[src/rtl/signed_restoring_divider_pkg.sv]
// Shared types and default widths for the sequential signed divider.
package divider_pkg;

    localparam int DEF_DVD_W = 16;
    localparam int DEF_DVS_W = 8;
    localparam int CNT_W     = $clog2(DEF_DVD_W + 1);

    typedef enum logic [1:0] {
        IDLE = 2'd0,
        CALC = 2'd1,
        SIGN = 2'd2,
        DONE = 2'd3
    } state_t;

endpackage

[src/rtl/signed_restoring_divider_if.sv]
// Operand/result handshake bundle for the signed divider.
interface signed_restoring_divider_if
    import divider_pkg::*;
#(
    parameter int DVD_W = DEF_DVD_W,
    parameter int DVS_W = DEF_DVS_W
);
    logic                    in_valid;
    logic                    in_ready;
    logic signed [DVD_W-1:0] dividend;
    logic signed [DVS_W-1:0] divisor;
    logic                    out_valid;
    logic                    out_ready;
    logic signed [DVD_W-1:0] quotient;
    logic signed [DVS_W-1:0] remainder;
    logic                    div_by_zero;
    logic                    overflow;

    // Producer/consumer side of the divider.
    modport master (
        output in_valid, dividend, divisor, out_ready,
        input  in_ready, out_valid, quotient, remainder, div_by_zero, overflow
    );

    // The divider itself.
    modport slave (
        input  in_valid, dividend, divisor, out_ready,
        output in_ready, out_valid, quotient, remainder, div_by_zero, overflow
    );
endinterface

[src/rtl/signed_restoring_divider_twos_abs.sv]
// Combinational two's-complement magnitude and sign extraction.
module twos_abs #(
    parameter int W = 8
) (
    input  logic signed [W-1:0] x,
    output logic        [W-1:0] mag,
    output logic                sign
);
    assign sign = x[W-1];
    // Most-negative input maps to 2^(W-1), which is exact as an unsigned value.
    assign mag  = sign ? (~$unsigned(x) + W'(1)) : $unsigned(x);
endmodule

[src/rtl/signed_restoring_divider.sv]
// Sequential signed divider: magnitude restoring division, one quotient bit per clock.
module signed_restoring_divider
    import divider_pkg::*;
#(
    parameter int DVD_W = DEF_DVD_W,
    parameter int DVS_W = DEF_DVS_W
) (
    input  logic clk,
    input  logic rst,
    signed_restoring_divider_if.slave bus
);
    localparam int               STEP_W    = $clog2(DVD_W + 1);
    localparam logic [STEP_W-1:0] LAST_STEP = STEP_W'(DVD_W - 1);
    localparam logic [DVD_W-1:0]  DVD_MIN   = {1'b1, {(DVD_W-1){1'b0}}};

    function automatic logic [DVD_W-1:0] neg_dvd(input logic [DVD_W-1:0] v);
        return ~v + DVD_W'(1);
    endfunction

    function automatic logic [DVS_W-1:0] neg_dvs(input logic [DVS_W-1:0] v);
        return ~v + DVS_W'(1);
    endfunction

    state_t             state;
    logic [DVD_W-1:0]   dvd_mag_c;
    logic               dvd_sign_c;
    logic [DVS_W-1:0]   dvs_mag_c;
    logic               dvs_sign_c;

    // work starts as the dividend magnitude and is shifted out MSB-first while
    // quotient bits are shifted in at the LSB, so it ends holding the quotient.
    logic [DVD_W-1:0]   work;
    logic [DVS_W:0]     part_rem;
    logic [DVS_W-1:0]   dvs_mag;
    logic               sign_dvd;
    logic               sign_dvs;
    logic [STEP_W-1:0]  step;
    logic               dbz_pend;
    logic               ovf_pend;

    logic               in_ready_r;
    logic               out_valid_r;
    logic [DVD_W-1:0]   quo_r;
    logic [DVS_W-1:0]   rem_r;
    logic               dbz_r;
    logic               ovf_r;

    logic [DVS_W:0]     rem_shift;
    logic [DVS_W:0]     rem_next;
    logic               take;

    twos_abs #(.W(DVD_W)) u_abs_dvd (.x(bus.dividend), .mag(dvd_mag_c), .sign(dvd_sign_c));
    twos_abs #(.W(DVS_W)) u_abs_dvs (.x(bus.divisor),  .mag(dvs_mag_c), .sign(dvs_sign_c));

    // Ready is forced low while reset is held so nothing is accepted during reset.
    assign bus.in_ready    = in_ready_r & ~rst;
    assign bus.out_valid   = out_valid_r;
    assign bus.quotient    = $signed(quo_r);
    assign bus.remainder   = $signed(rem_r);
    assign bus.div_by_zero = dbz_r;
    assign bus.overflow    = ovf_r;

    // One restoring step: shift in the next dividend bit, subtract if it fits.
    always_comb begin
        rem_shift = {part_rem[DVS_W-1:0], work[DVD_W-1]};
        take      = (rem_shift >= {1'b0, dvs_mag});
        rem_next  = take ? (rem_shift - {1'b0, dvs_mag}) : rem_shift;
    end

    // Control FSM with registered handshake and result outputs.
    always_ff @(posedge clk) begin
        if (rst) begin
            state       <= IDLE;
            in_ready_r  <= 1'b1;
            out_valid_r <= 1'b0;
            quo_r       <= '0;
            rem_r       <= '0;
            dbz_r       <= 1'b0;
            ovf_r       <= 1'b0;
            step        <= '0;
            dbz_pend    <= 1'b0;
            ovf_pend    <= 1'b0;
            sign_dvd    <= 1'b0;
            sign_dvs    <= 1'b0;
        end else begin
            case (state)
                IDLE: begin
                    if (bus.in_valid) begin
                        in_ready_r <= 1'b0;
                        dbz_r      <= 1'b0;
                        ovf_r      <= 1'b0;
                        sign_dvd   <= dvd_sign_c;
                        sign_dvs   <= dvs_sign_c;
                        dvs_mag    <= dvs_mag_c;
                        part_rem   <= '0;
                        step       <= '0;
                        dbz_pend   <= (dvs_mag_c == '0);
                        ovf_pend   <= ($unsigned(bus.dividend) == DVD_MIN) && (bus.divisor == '1);
                        // A zero divisor skips CALC with a zeroed result; SIGN then
                        // publishes it one cycle after acceptance.
                        if (dvs_mag_c == '0) begin
                            work  <= '0;
                            state <= SIGN;
                        end else begin
                            work  <= dvd_mag_c;
                            state <= CALC;
                        end
                    end
                end
                CALC: begin
                    part_rem <= rem_next;
                    work     <= {work[DVD_W-2:0], take};
                    step     <= step + STEP_W'(1);
                    if (step == LAST_STEP) begin
                        state <= SIGN;
                    end
                end
                SIGN: begin
                    // Overflow case needs no special handling: 2^(DVD_W-1) unnegated
                    // already reads as the most-negative value.
                    quo_r       <= (sign_dvd ^ sign_dvs) ? neg_dvd(work) : work;
                    rem_r       <= sign_dvd ? neg_dvs(part_rem[DVS_W-1:0]) : part_rem[DVS_W-1:0];
                    dbz_r       <= dbz_pend;
                    ovf_r       <= ovf_pend;
                    out_valid_r <= 1'b1;
                    state       <= DONE;
                end
                DONE: begin
                    if (bus.out_ready) begin
                        out_valid_r <= 1'b0;
                        in_ready_r  <= 1'b1;
                        state       <= IDLE;
                    end
                end
                default: state <= IDLE;
            endcase
        end
    end

endmodule

[src/flat_wrapper.sv]
// flat-port wrapper written by rule: the top's interface ports become plain ports
module signed_restoring_divider_flat import divider_pkg::*;
#(
    parameter int DVD_W = DEF_DVD_W,
    parameter int DVS_W = DEF_DVS_W
)
  (clk, rst, bus_in_valid, bus_dividend, bus_divisor, bus_out_ready, bus_in_ready, bus_out_valid, bus_quotient, bus_remainder, bus_div_by_zero, bus_overflow);
  signed_restoring_divider_if #(.DVD_W(DVD_W), .DVS_W(DVS_W)) bus_i ();
  input  logic clk;
  input  logic rst;
  input wire logic [$bits(bus_i.in_valid)-1:0] bus_in_valid;
  input wire logic [$bits(bus_i.dividend)-1:0] bus_dividend;
  input wire logic [$bits(bus_i.divisor)-1:0] bus_divisor;
  input wire logic [$bits(bus_i.out_ready)-1:0] bus_out_ready;
  output wire logic [$bits(bus_i.in_ready)-1:0] bus_in_ready;
  output wire logic [$bits(bus_i.out_valid)-1:0] bus_out_valid;
  output wire logic [$bits(bus_i.quotient)-1:0] bus_quotient;
  output wire logic [$bits(bus_i.remainder)-1:0] bus_remainder;
  output wire logic [$bits(bus_i.div_by_zero)-1:0] bus_div_by_zero;
  output wire logic [$bits(bus_i.overflow)-1:0] bus_overflow;
  assign bus_i.in_valid = bus_in_valid;
  assign bus_i.dividend = bus_dividend;
  assign bus_i.divisor = bus_divisor;
  assign bus_i.out_ready = bus_out_ready;
  assign bus_in_ready = bus_i.in_ready;
  assign bus_out_valid = bus_i.out_valid;
  assign bus_quotient = bus_i.quotient;
  assign bus_remainder = bus_i.remainder;
  assign bus_div_by_zero = bus_i.div_by_zero;
  assign bus_overflow = bus_i.overflow;
  signed_restoring_divider #(.DVD_W(DVD_W), .DVS_W(DVS_W)) u_core (.clk(clk), .rst(rst), .bus(bus_i));
endmodule
[config.mk]
export PLATFORM = sky130hd
export DESIGN_NAME = signed_restoring_divider_flat
export DESIGN_NICKNAME = d
export VERILOG_FILES = /design/src/rtl/signed_restoring_divider_pkg.sv /design/src/rtl/signed_restoring_divider_if.sv /design/src/rtl/signed_restoring_divider_twos_abs.sv /design/src/rtl/signed_restoring_divider.sv /design/src/flat_wrapper.sv
export SDC_FILE = /design/constraint.sdc
export NUM_CORES = 1
export LEC_CHECK = 0
export CORE_ASPECT_RATIO = 1.4
export CORE_MARGIN = 2
export CORE_UTILIZATION = 50
export DETAILED_ROUTE_END_ITERATION = 10
export GPL_TIMING_DRIVEN = 0
export PLACE_DENSITY = 0.75
export SYNTH_ARGS = -nofsm -noshare
export SYNTH_HDL_FRONTEND = slang
export SYNTH_HIERARCHICAL = 1
export SYNTH_SLANG_ARGS = --single-unit
[constraint.sdc]
create_clock -name clk -period 3.1 [get_ports clk]
set_input_delay 0.31 -clock clk [delete_from_list [all_inputs] [get_ports clk]]
set_output_delay 0.31 -clock clk [all_outputs]
set_load 0.05 [all_outputs]
==> results of run 1 <==
metal layers:
layer  track usage (%)  vias up  wire [um]
met1             28.16     1758       4205
met3             4.114       23        420
met5                 0        -          0
li1                  -     1895          -
met2             38.98      119       5056
met4             10.49        0        331
sequential cells by signal, indices dropped and copies added, names as in the netlist:
name,count
u_core/bus.div_by_zero,1
u_core/bus.quotient,16
u_core/sign_dvs,1
u_core/dbz_pend,1
u_core/bus.remainder,8
u_core/state,2
u_core/part_rem,8
u_core/in_ready_r,1
u_core/ovf_pend,1
u_core/bus.overflow,1
u_core/dvs_mag,8
u_core/bus.out_valid,1
u_core/work,16
u_core/sign_dvd,1
u_core/step,5
stage by stage:
stage,hold slack (ps),TNS (ps),cell area [um2]
2_1_floorplan,436.7,0,4318
3_3_place_gp,437.5,-10590,5000
3_5_place_dp,444.1,0,5017
4_1_cts,454.3,0,5284
5_1_grt,469.1,0,5284
6_report,452.0,0,5284
worst max-delay path by stage:
stage	start	endpoint	slack (ps)	cells past startpoint
6_report	u_core/state[0]	u_core/work[11]	370	8
5_1_grt	u_core/state[1]	u_core/work[8]	140	8
4_1_cts	u_core/part_rem[5]	u_core/part_rem[5]	400	7
3_5_place_dp	bus_divisor[0]	u_core/work[7]	130	9
3_3_place_gp	bus_in_valid	u_core/work[9]	-440	5
2_1_floorplan	u_core/state[0]	u_core/part_rem[0]	260	7
cells in the final DEF (no fill, tap or decap), types with 8 or more instances in the layout:
master / count
sky130_fd_sc_hd__nor2_1: 45
sky130_fd_sc_hd__xnor2_1: 27
sky130_fd_sc_hd__xor2_1: 13
sky130_fd_sc_hd__edfxtp_1: 32
sky130_fd_sc_hd__a211oi_1: 19
sky130_fd_sc_hd__dfxtp_1: 39
sky130_fd_sc_hd__nand2_1: 56
sky130_fd_sc_hd__o21ai_0: 45
sky130_fd_sc_hd__ha_1: 18
sky130_fd_sc_hd__nor4_1: 8
sky130_fd_sc_hd__clkdlybuf4s50_1: 55
sky130_fd_sc_hd__clkbuf_1: 22
sky130_fd_sc_hd__nand3_1: 13
sky130_fd_sc_hd__clkbuf_16: 9
sky130_fd_sc_hd__inv_1: 27
sky130_fd_sc_hd__a21oi_1: 18
layout make-up:
type | instances | area, um2
inverters | 27 | 101.3
clock buffers | 11 | 242.7
repair buffers | 56 | 565.5
clock inverters | 5 | 23.77
fillers | 747 | 3224
multi-input cells | 362 | 2346
flip-flops and latches | 71 | 1742
plain buffers | 28 | 131.4
well taps | 105 | 131.4
cell families (layout without fill, tap and decap cells):
group	count (synthesis)	after routing
AO/OA/AOI/OAI	133	133
AND/OR/NAND/NOR	164	164
XOR/XNOR	40	40
flip-flops	71	71
adder cells (fa/ha/maj)	19	19
multiplexers	6	6
buffers and inverters	55	127
worst min-delay path, cell delays in order (launching register included):
cell and delay [ps]:
sky130_fd_sc_hd__dfxtp_1 310, sky130_fd_sc_hd__nand2_1 50, sky130_fd_sc_hd__o21ai_1 50
power groups by stage:
stage,clock (mW),combinational (mW),sequential (mW)
finish,0.907,2.27,1.55
global route,0.959,2.52,1.58
CTS,0.923,2.27,1.54
detailed placement,0,2.26,1.56
global placement,0,2.19,1.56
floorplan,0,1.25,1.90
==> results_tabular.tex, run 1 <==
\begin{tabular}{lr}
\hline
Metric & Value \\
\hline
\multicolumn{2}{l}{\textbf{Run status}} \\
\quad Status & complete, no violations \\
\multicolumn{2}{l}{\textbf{Pwr}} \\
\quad Tot Pwr & 4.727 mW \\
\quad Relative contribution of combinational cells to total power & 48.1\% \\
\quad Static Leak & 1.916 nW \\
\quad Relative contribution of sequential cells to total power & 32.7\% \\
\quad Switching Power & 2.020 mW \\
\quad Part of the total power dissipated in the clock network & 19.2\% \\
\quad Int Power & 2.706 mW \\
\quad Worst-case vdd ir drop & 606.9 uV \\
\quad Fraction of power spent switching nets & 42.74\% \\
\quad Ratio of total power to cell area & 894.6 nW/um2 \\
\multicolumn{2}{l}{\textbf{Layout}} \\
\quad Final antenna diode count & 0 \\
\quad Area added between synthesis and finish & 22.37\% \\
\quad Number of non-filler instances in the completed layout & 665 \\
\quad Nets@finish & 602 \\
\quad Utilization after layout & 62.10\% \\
\quad Fraction of layout cells with a size suffix above 1 & 5.893\% \\
\multicolumn{2}{l}{\textbf{Synth}} \\
\quad Cell with the most instances after synthesis & sky130\_fd\_sc\_hd\_\_nand2\_1 \\
\quad Leading area contributor after synthesis & sky130\_fd\_sc\_hd\_\_edfxtp\_1 \\
\quad Ys async rst share & 0\% \\
\quad Unique cell type count in the Yosys netlist & 57 \\
\quad Share of the synthesized area in the top cell type & 22.25\% \\
\quad Number of synthesis warnings & 6 \\
\quad Synth Area in Simple Gates & 18.05\% \\
\quad Net count after synthesis & 535 \\
\quad Xor and xnor area share after synthesis & 8.114\% \\
\quad Sequential area share after synthesis & 40.34\% \\
\quad Ys flop type & sky130\_fd\_sc\_hd\_\_dfxtp\_1 \\
\quad Avg Inst Size Synth & 8.848 um2 \\
\quad Number of synthesized register bits & 71 \\
\quad Instance count of the mapped netlist & 488 \\
\quad Main combinational cell family by area after synthesis & compound AO/OA/AOI/OAI gates \\
\quad Adder-cell area share of the yosys netlist & 5.680\% \\
\quad Compound-cell area share of the yosys netlist & 21.01\% \\
\quad Most area-consuming cells after synthesis & sky130\_fd\_sc\_hd\_\_edfxtp\_1 22\%, sky130\_fd\_sc\_hd\_\_dfxtp\_1 18\%, sky130\_fd\_sc\_hd\_\_xnor2\_1 5.5\% \\
\quad Synth cell count leaders & 56 x sky130\_fd\_sc\_hd\_\_nand2\_1, 46 x sky130\_fd\_sc\_hd\_\_nor2\_1, 45 x sky130\_fd\_sc\_hd\_\_o21ai\_0 \\
\quad Count of flip-flops with a built-in enable after synthesis & 32 \\
\quad Post-Syn Area & 4318 um2 \\
\quad Mux share of post-synthesis cell area & 1.420\% \\
\multicolumn{2}{l}{\textbf{Clock network}} \\
\quad TritonCTS sink count & 71 \\
\quad H-tree levels & 3 \\
\quad Library cell used as clock root buffer & sky130\_fd\_sc\_hd\_\_clkbuf\_16 \\
\quad Number of hold buffers added after cts & 0 \\
\quad Total CTS buffers & 9 \\
\quad Number of buffers between clock root and the deepest sink & 2 \\
\quad Post CTS Setup Buffer Count & 0 \\
\quad Clock input transition at the sequential cells of the worst setup and hold paths & 50 ps \\
\quad Latest clock arrival within the worst-skew pair & 330 ps \\
\quad Total of cells resized after clock tree synthesis & 0 \\
\quad Clock tree from TritonCTS & built \\
\multicolumn{2}{l}{\textbf{Route}} \\
\quad Iteration-0 DRC count of the detailed router & 209 \\
\quad DRC violations left & 0 \\
\quad Detailed-route vias per instance & 5.707 \\
\quad Detailed-route wire length & 10010 um \\
\quad Number of nets still failing antenna checks after routing & 0 \\
\quad Routed vias & 3795 \\
\quad WL per Instance & 15.06 um \\
\quad 1st-pass router iterations & 5 \\
\multicolumn{2}{l}{\textbf{Setup path}} \\
\quad Endpoint class of the critical path & flop \\
\quad Setup slack, reg-to-reg & 370 ps \\
\quad Largest driver fanout on the critical path & 16 \\
\quad Worst-path cell with the longest stage delay & sky130\_fd\_sc\_hd\_\_nor2\_2 \\
\quad Worst reg2reg path startpoint & u\_core/state[0] \\
\quad Top cell by count, worst path & sky130\_fd\_sc\_hd\_\_clkbuf\_1 \\
\quad Worst stage delay on the critical path & 500 ps \\
\quad Number of cells on the worst reg-to-reg path & 8 \\
\quad Worst Path Buf+Inv & 4 \\
\quad Category of the most critical setup path & reg2reg \\
\quad Reg2reg end & u\_core/work[11] \\
\quad WP data arrival & 2770 ps \\
\quad Critical Path RT & 3130 ps \\
\quad Largest delay contributor family on the critical path & buffers and inverters \\
\quad CP Launch Type & flop \\
\quad Cells along the critical path & inv\_1 -> ha\_1 -> clkbuf\_1 -> nand2b\_1 -> clkbuf\_1 -> o21ai\_0 -> nor2\_2 -> buf\_8 \\
\multicolumn{2}{l}{\textbf{Global routing}} \\
\quad Largest net degree at the start of global routing & 17 \\
\quad Initial antenna violation count & 0 \\
\quad Vias in the first global route & 3639 \\
\quad Global-route total usage across every layer & 23.09\% \\
\quad GRT Residual Overflow & 0 \\
\quad Wire length of the first global-routing pass & 16820 um \\
\multicolumn{2}{l}{\textbf{Floorplanning}} \\
\quad Initial cell density of the core & 50.75\% \\
\quad I/O pin cnt & 56 \\
\quad Die span in x & 82.54 um \\
\quad Chip Height & 114.0 um \\
\quad Row count & 40 \\
\quad Core box area & 8508 um2 \\
\quad Die footprint & 9406 um2 \\
\multicolumn{2}{l}{\textbf{Timing}} \\
\quad Final hold violation count & 0 \\
\quad Max-slew violation count & 0 \\
\quad Final worst slack & 367.0 ps \\
\quad Skew final & 4.334 ps \\
\quad Final setup violating endpoints & 0 \\
\quad Setup repair after global routing missed its margin & no \\
\quad Period minus WS final & 2733 ps \\
\quad Period utilization & 88.16\% \\
\quad Headroom to the max-slew limit & 37.91\% \\
\quad Achievable Freq & 0.3659 GHz \\
\quad Transition time at the pin with the least slew margin & 923.5 ps \\
\multicolumn{2}{l}{\textbf{Place}} \\
\quad RD Place Congestion & 0.9057 \\
\quad Pre-CTS setup slack & 127.3 ps \\
\quad Hpwl dp & 7763 um \\
\quad Port buffer count & 55 \\
\quad Total instance count after detailed placement & 649 \\
\multicolumn{2}{l}{\textbf{Min path}} \\
\quad Hold worst-path end & u\_core/bus.quotient[15] \\
\quad HP Start & u\_core/bus.quotient[15] \\
\quad Cell count of the worst hold path & 2 \\
\quad Type of the tightest min-delay check & reg2reg \\
\multicolumn{2}{l}{\textbf{Run}} \\
\quad MaxCap Viol Count & 0 \\
\hline
\end{tabular}
No activity file was read; power rests on OpenSTA's default activity.
==> inputs of run 2 (changes only) <==
Settings changed: CORE_UTILIZATION 50 to 45, PLACE_DENSITY 0.75 to 0.69.
==> run 2 against run 1 <==
Worst setup slack better by 20 ps. Power grew 1.8%. Final cell count up 0.75%. Clock skew is 2.9 ps higher. Count of clock-buffer cells in the layout grew 3. Core utilization is 5.5 points lower.
==> results_tabular.tex, run 2 (synthesis gave the netlist of run 1 again) <==
\begin{tabular}{lr}
\hline
Metric & Value \\
\hline
\multicolumn{2}{l}{\textbf{Layout}} \\
\quad Area of the multi-input gates & 2346 um2 \\
\quad Area added between synthesis and finish & 23.21\% \\
\quad Final antenna diode count & 0 \\
\quad Filler Cell Count & 863 \\
\quad FF/Latch Area & 1742 um2 \\
\quad Most frequent cells in the layout & 56 x sky130\_fd\_sc\_hd\_\_nand2\_1, 55 x sky130\_fd\_sc\_hd\_\_clkdlybuf4s50\_1, 45 x sky130\_fd\_sc\_hd\_\_o21ai\_0, 45 x sky130\_fd\_sc\_hd\_\_nor2\_1, 39 x sky130\_fd\_sc\_hd\_\_dfxtp\_1 \\
\quad Most common cell after layout, fill and taps aside & sky130\_fd\_sc\_hd\_\_nand2\_1 \\
\quad Final instance area & 5320 um2 \\
\quad Nets@finish & 602 \\
\quad Fraction of layout cells with a size suffix above 1 & 6.250\% \\
\multicolumn{2}{l}{\textbf{Global routing}} \\
\quad Vias in the first global route & 3713 \\
\quad Wire length of the first global-routing pass & 16790 um \\
\quad Grt met3 use & 3.851\% \\
\quad Initial antenna violation count & 0 \\
\quad Global-route layer with the greatest usage & met2 \\
\quad Fraction of met1 tracks used by global routing & 23.14\% \\
\quad Global-route total usage across every layer & 20.28\% \\
\quad Met2 routing resource usage after global routing & 34.97\% \\
\quad Largest net degree at the start of global routing & 17 \\
\quad GRT Residual Overflow & 0 \\
\multicolumn{2}{l}{\textbf{Floorplanning}} \\
\quad Chip Height & 119.9 um \\
\quad Die footprint & 10410 um2 \\
\quad Die span in x & 86.79 um \\
\quad Row count & 42 \\
\quad I/O pin cnt & 56 \\
\quad Initial cell density of the core & 45.90\% \\
\quad Core box area & 9407 um2 \\
\multicolumn{2}{l}{\textbf{Pwr}} \\
\quad Ratio of total power to cell area & 904.9 nW/um2 \\
\quad Tot Pwr & 4.814 mW \\
\quad Worst-case vdd ir drop & 364.2 uV \\
\quad Static Leak & 1.936 nW \\
\multicolumn{2}{l}{\textbf{Timing}} \\
\quad Final worst slack & 386.9 ps \\
\quad Max-slew violation count & 0 \\
\quad Achievable Freq & 0.3686 GHz \\
\quad Final setup violating endpoints & 0 \\
\quad Final hold violation count & 0 \\
\quad Transition time at the pin with the least slew margin & 886.9 ps \\
\quad Headroom to the max-slew limit & 40.37\% \\
\quad Period minus WS final & 2713 ps \\
\quad Setup repair after global routing missed its margin & no \\
\quad Skew final & 7.266 ps \\
\quad Period utilization & 87.52\% \\
\multicolumn{2}{l}{\textbf{Place}} \\
\quad Hpwl dp & 7904 um \\
\quad Cell Area, Placed & 5024 um2 \\
\quad Pre-CTS setup slack & 107.1 ps \\
\quad Port buffer count & 55 \\
\quad RD Place Congestion & 0.8628 \\
\multicolumn{2}{l}{\textbf{Setup path}} \\
\quad Category of the most critical setup path & reg2reg \\
\quad CP Launch Type & flop \\
\quad Critical Path RT & 3130 ps \\
\quad Worst Path Buf+Inv & 4 \\
\quad Largest delay contributor family on the critical path & buffers and inverters \\
\quad Top cell by count, worst path & sky130\_fd\_sc\_hd\_\_clkbuf\_1 \\
\quad Worst-path cell with the longest stage delay & sky130\_fd\_sc\_hd\_\_nor2\_2 \\
\quad Endpoint class of the critical path & flop \\
\quad Largest driver fanout on the critical path & 16 \\
\quad Cells along the critical path & inv\_1 -> ha\_1 -> clkbuf\_1 -> nand2b\_1 -> clkbuf\_1 -> o21ai\_0 -> nor2\_2 -> buf\_8 \\
\quad Worst stage delay on the critical path & 500 ps \\
\quad WP data arrival & 2750 ps \\
\multicolumn{2}{l}{\textbf{Clock network}} \\
\quad Number of hold buffers added after cts & 0 \\
\quad Post CTS Setup Buffer Count & 0 \\
\quad Total of cells resized after clock tree synthesis & 0 \\
\quad Total CTS buffers & 9 \\
\quad TritonCTS sink count & 71 \\
\quad Latest clock arrival within the worst-skew pair & 330 ps \\
\quad Clock input transition at the sequential cells of the worst setup and hold paths & 50 ps \\
\quad Library cell used as clock root buffer & sky130\_fd\_sc\_hd\_\_clkbuf\_16 \\
\quad Clock tree from TritonCTS & built \\
\quad Number of buffers between clock root and the deepest sink & 2 \\
\quad H-tree levels & 3 \\
\multicolumn{2}{l}{\textbf{Run}} \\
\quad MaxCap Viol Count & 0 \\
\multicolumn{2}{l}{\textbf{Route}} \\
\quad Iteration-0 DRC count of the detailed router & 141 \\
\quad Number of nets still failing antenna checks after routing & 0 \\
\quad Routed vias & 3787 \\
\quad Detailed-route vias per instance & 5.652 \\
\quad DRC violations left & 0 \\
\quad 1st-pass router iterations & 4 \\
\quad WL per Instance & 15.04 um \\
\quad Detailed-route wire length & 10080 um \\
\multicolumn{2}{l}{\textbf{Min path}} \\
\quad Type of the tightest min-delay check & reg2reg \\
\multicolumn{2}{l}{\textbf{Run status}} \\
\quad Status & complete, no violations \\
\hline
\end{tabular}
run 2: cell types whose count changed in the layout (fill, tap and decap cells not counted):
cell,delta
sky130_fd_sc_hd__clkbuf_8,+1
sky130_fd_sc_hd__clkinv_1,-3
sky130_fd_sc_hd__clkinvlp_4,-1
sky130_fd_sc_hd__clkbuf_1,+1
sky130_fd_sc_hd__clkbuf_16,+1
sky130_fd_sc_hd__inv_4,+1
run 2: path summary, 6_finish.rpt:
check	to	slack, ps	cells after the start	start
worst max-delay path	u_core/work[10]	390	8	u_core/state[0]
worst min-delay path	u_core/bus.quotient[15]	450	2	u_core/bus.quotient[15]
worst max register to register	u_core/work[10]	390	8	u_core/state[0]
worst min register to register	u_core/bus.quotient[15]	450	2	u_core/bus.quotient[15]
run 2: worst reg2reg max path: stages (launching register included):
cell and delay (ps):
sky130_fd_sc_hd__dfxtp_1 380, sky130_fd_sc_hd__inv_1 80, sky130_fd_sc_hd__ha_1 190, sky130_fd_sc_hd__clkbuf_1 210
sky130_fd_sc_hd__nand2b_1 130, sky130_fd_sc_hd__clkbuf_1 320, sky130_fd_sc_hd__o21ai_0 370, sky130_fd_sc_hd__nor2_2 500
sky130_fd_sc_hd__buf_8 240
run 2: cell type report:
type | count | area share (%)
Inverter | 27 | 1.905
Clock inverter | 2 | 0.2117
Sequential cell | 71 | 32.74
Timing Repair Buffer | 56 | 10.63
Tap cell | 110 | 2.587
Buffer | 28 | 2.469
Clock buffer | 14 | 5.362
Multi-Input combinational cell | 362 | 44.10
run 2: where the power goes:
part / internal [mW] / total, mW / switching, mW
logic: 0.829 / 2.27 / 1.44
clock network: 0.633 / 0.999 / 0.366
registers: 1.32 / 1.54 / 0.220
run 2: metrics by stage:
| stage | util (%) | std cells | hold WS (ps) | setup TNS (ps) |
|---|---|---|---|---|
| 2_1_floorplan | - | 488 | 436.7 | 0 |
| 3_3_place_gp | 53.22 | 653 | 438.0 | -9573 |
| 3_5_place_dp | 53.41 | 654 | 447.1 | 0 |
| 4_1_cts | 56.56 | 670 | 458.9 | 0 |
| 5_1_grt | 56.56 | 670 | 488.3 | 0 |
| 6_report | 56.56 | 670 | 451.0 | 0 |
run 2: per-layer routing:
| layer | wire length (um) | part of all wire, % |
|---|---|---|
| met1 | 4248 | 42 |
| met2 | 5061 | 50 |
| met3 | 366 | 3.6 |
| met4 | 405 | 4.0 |
| met5 | 0 | 0 |
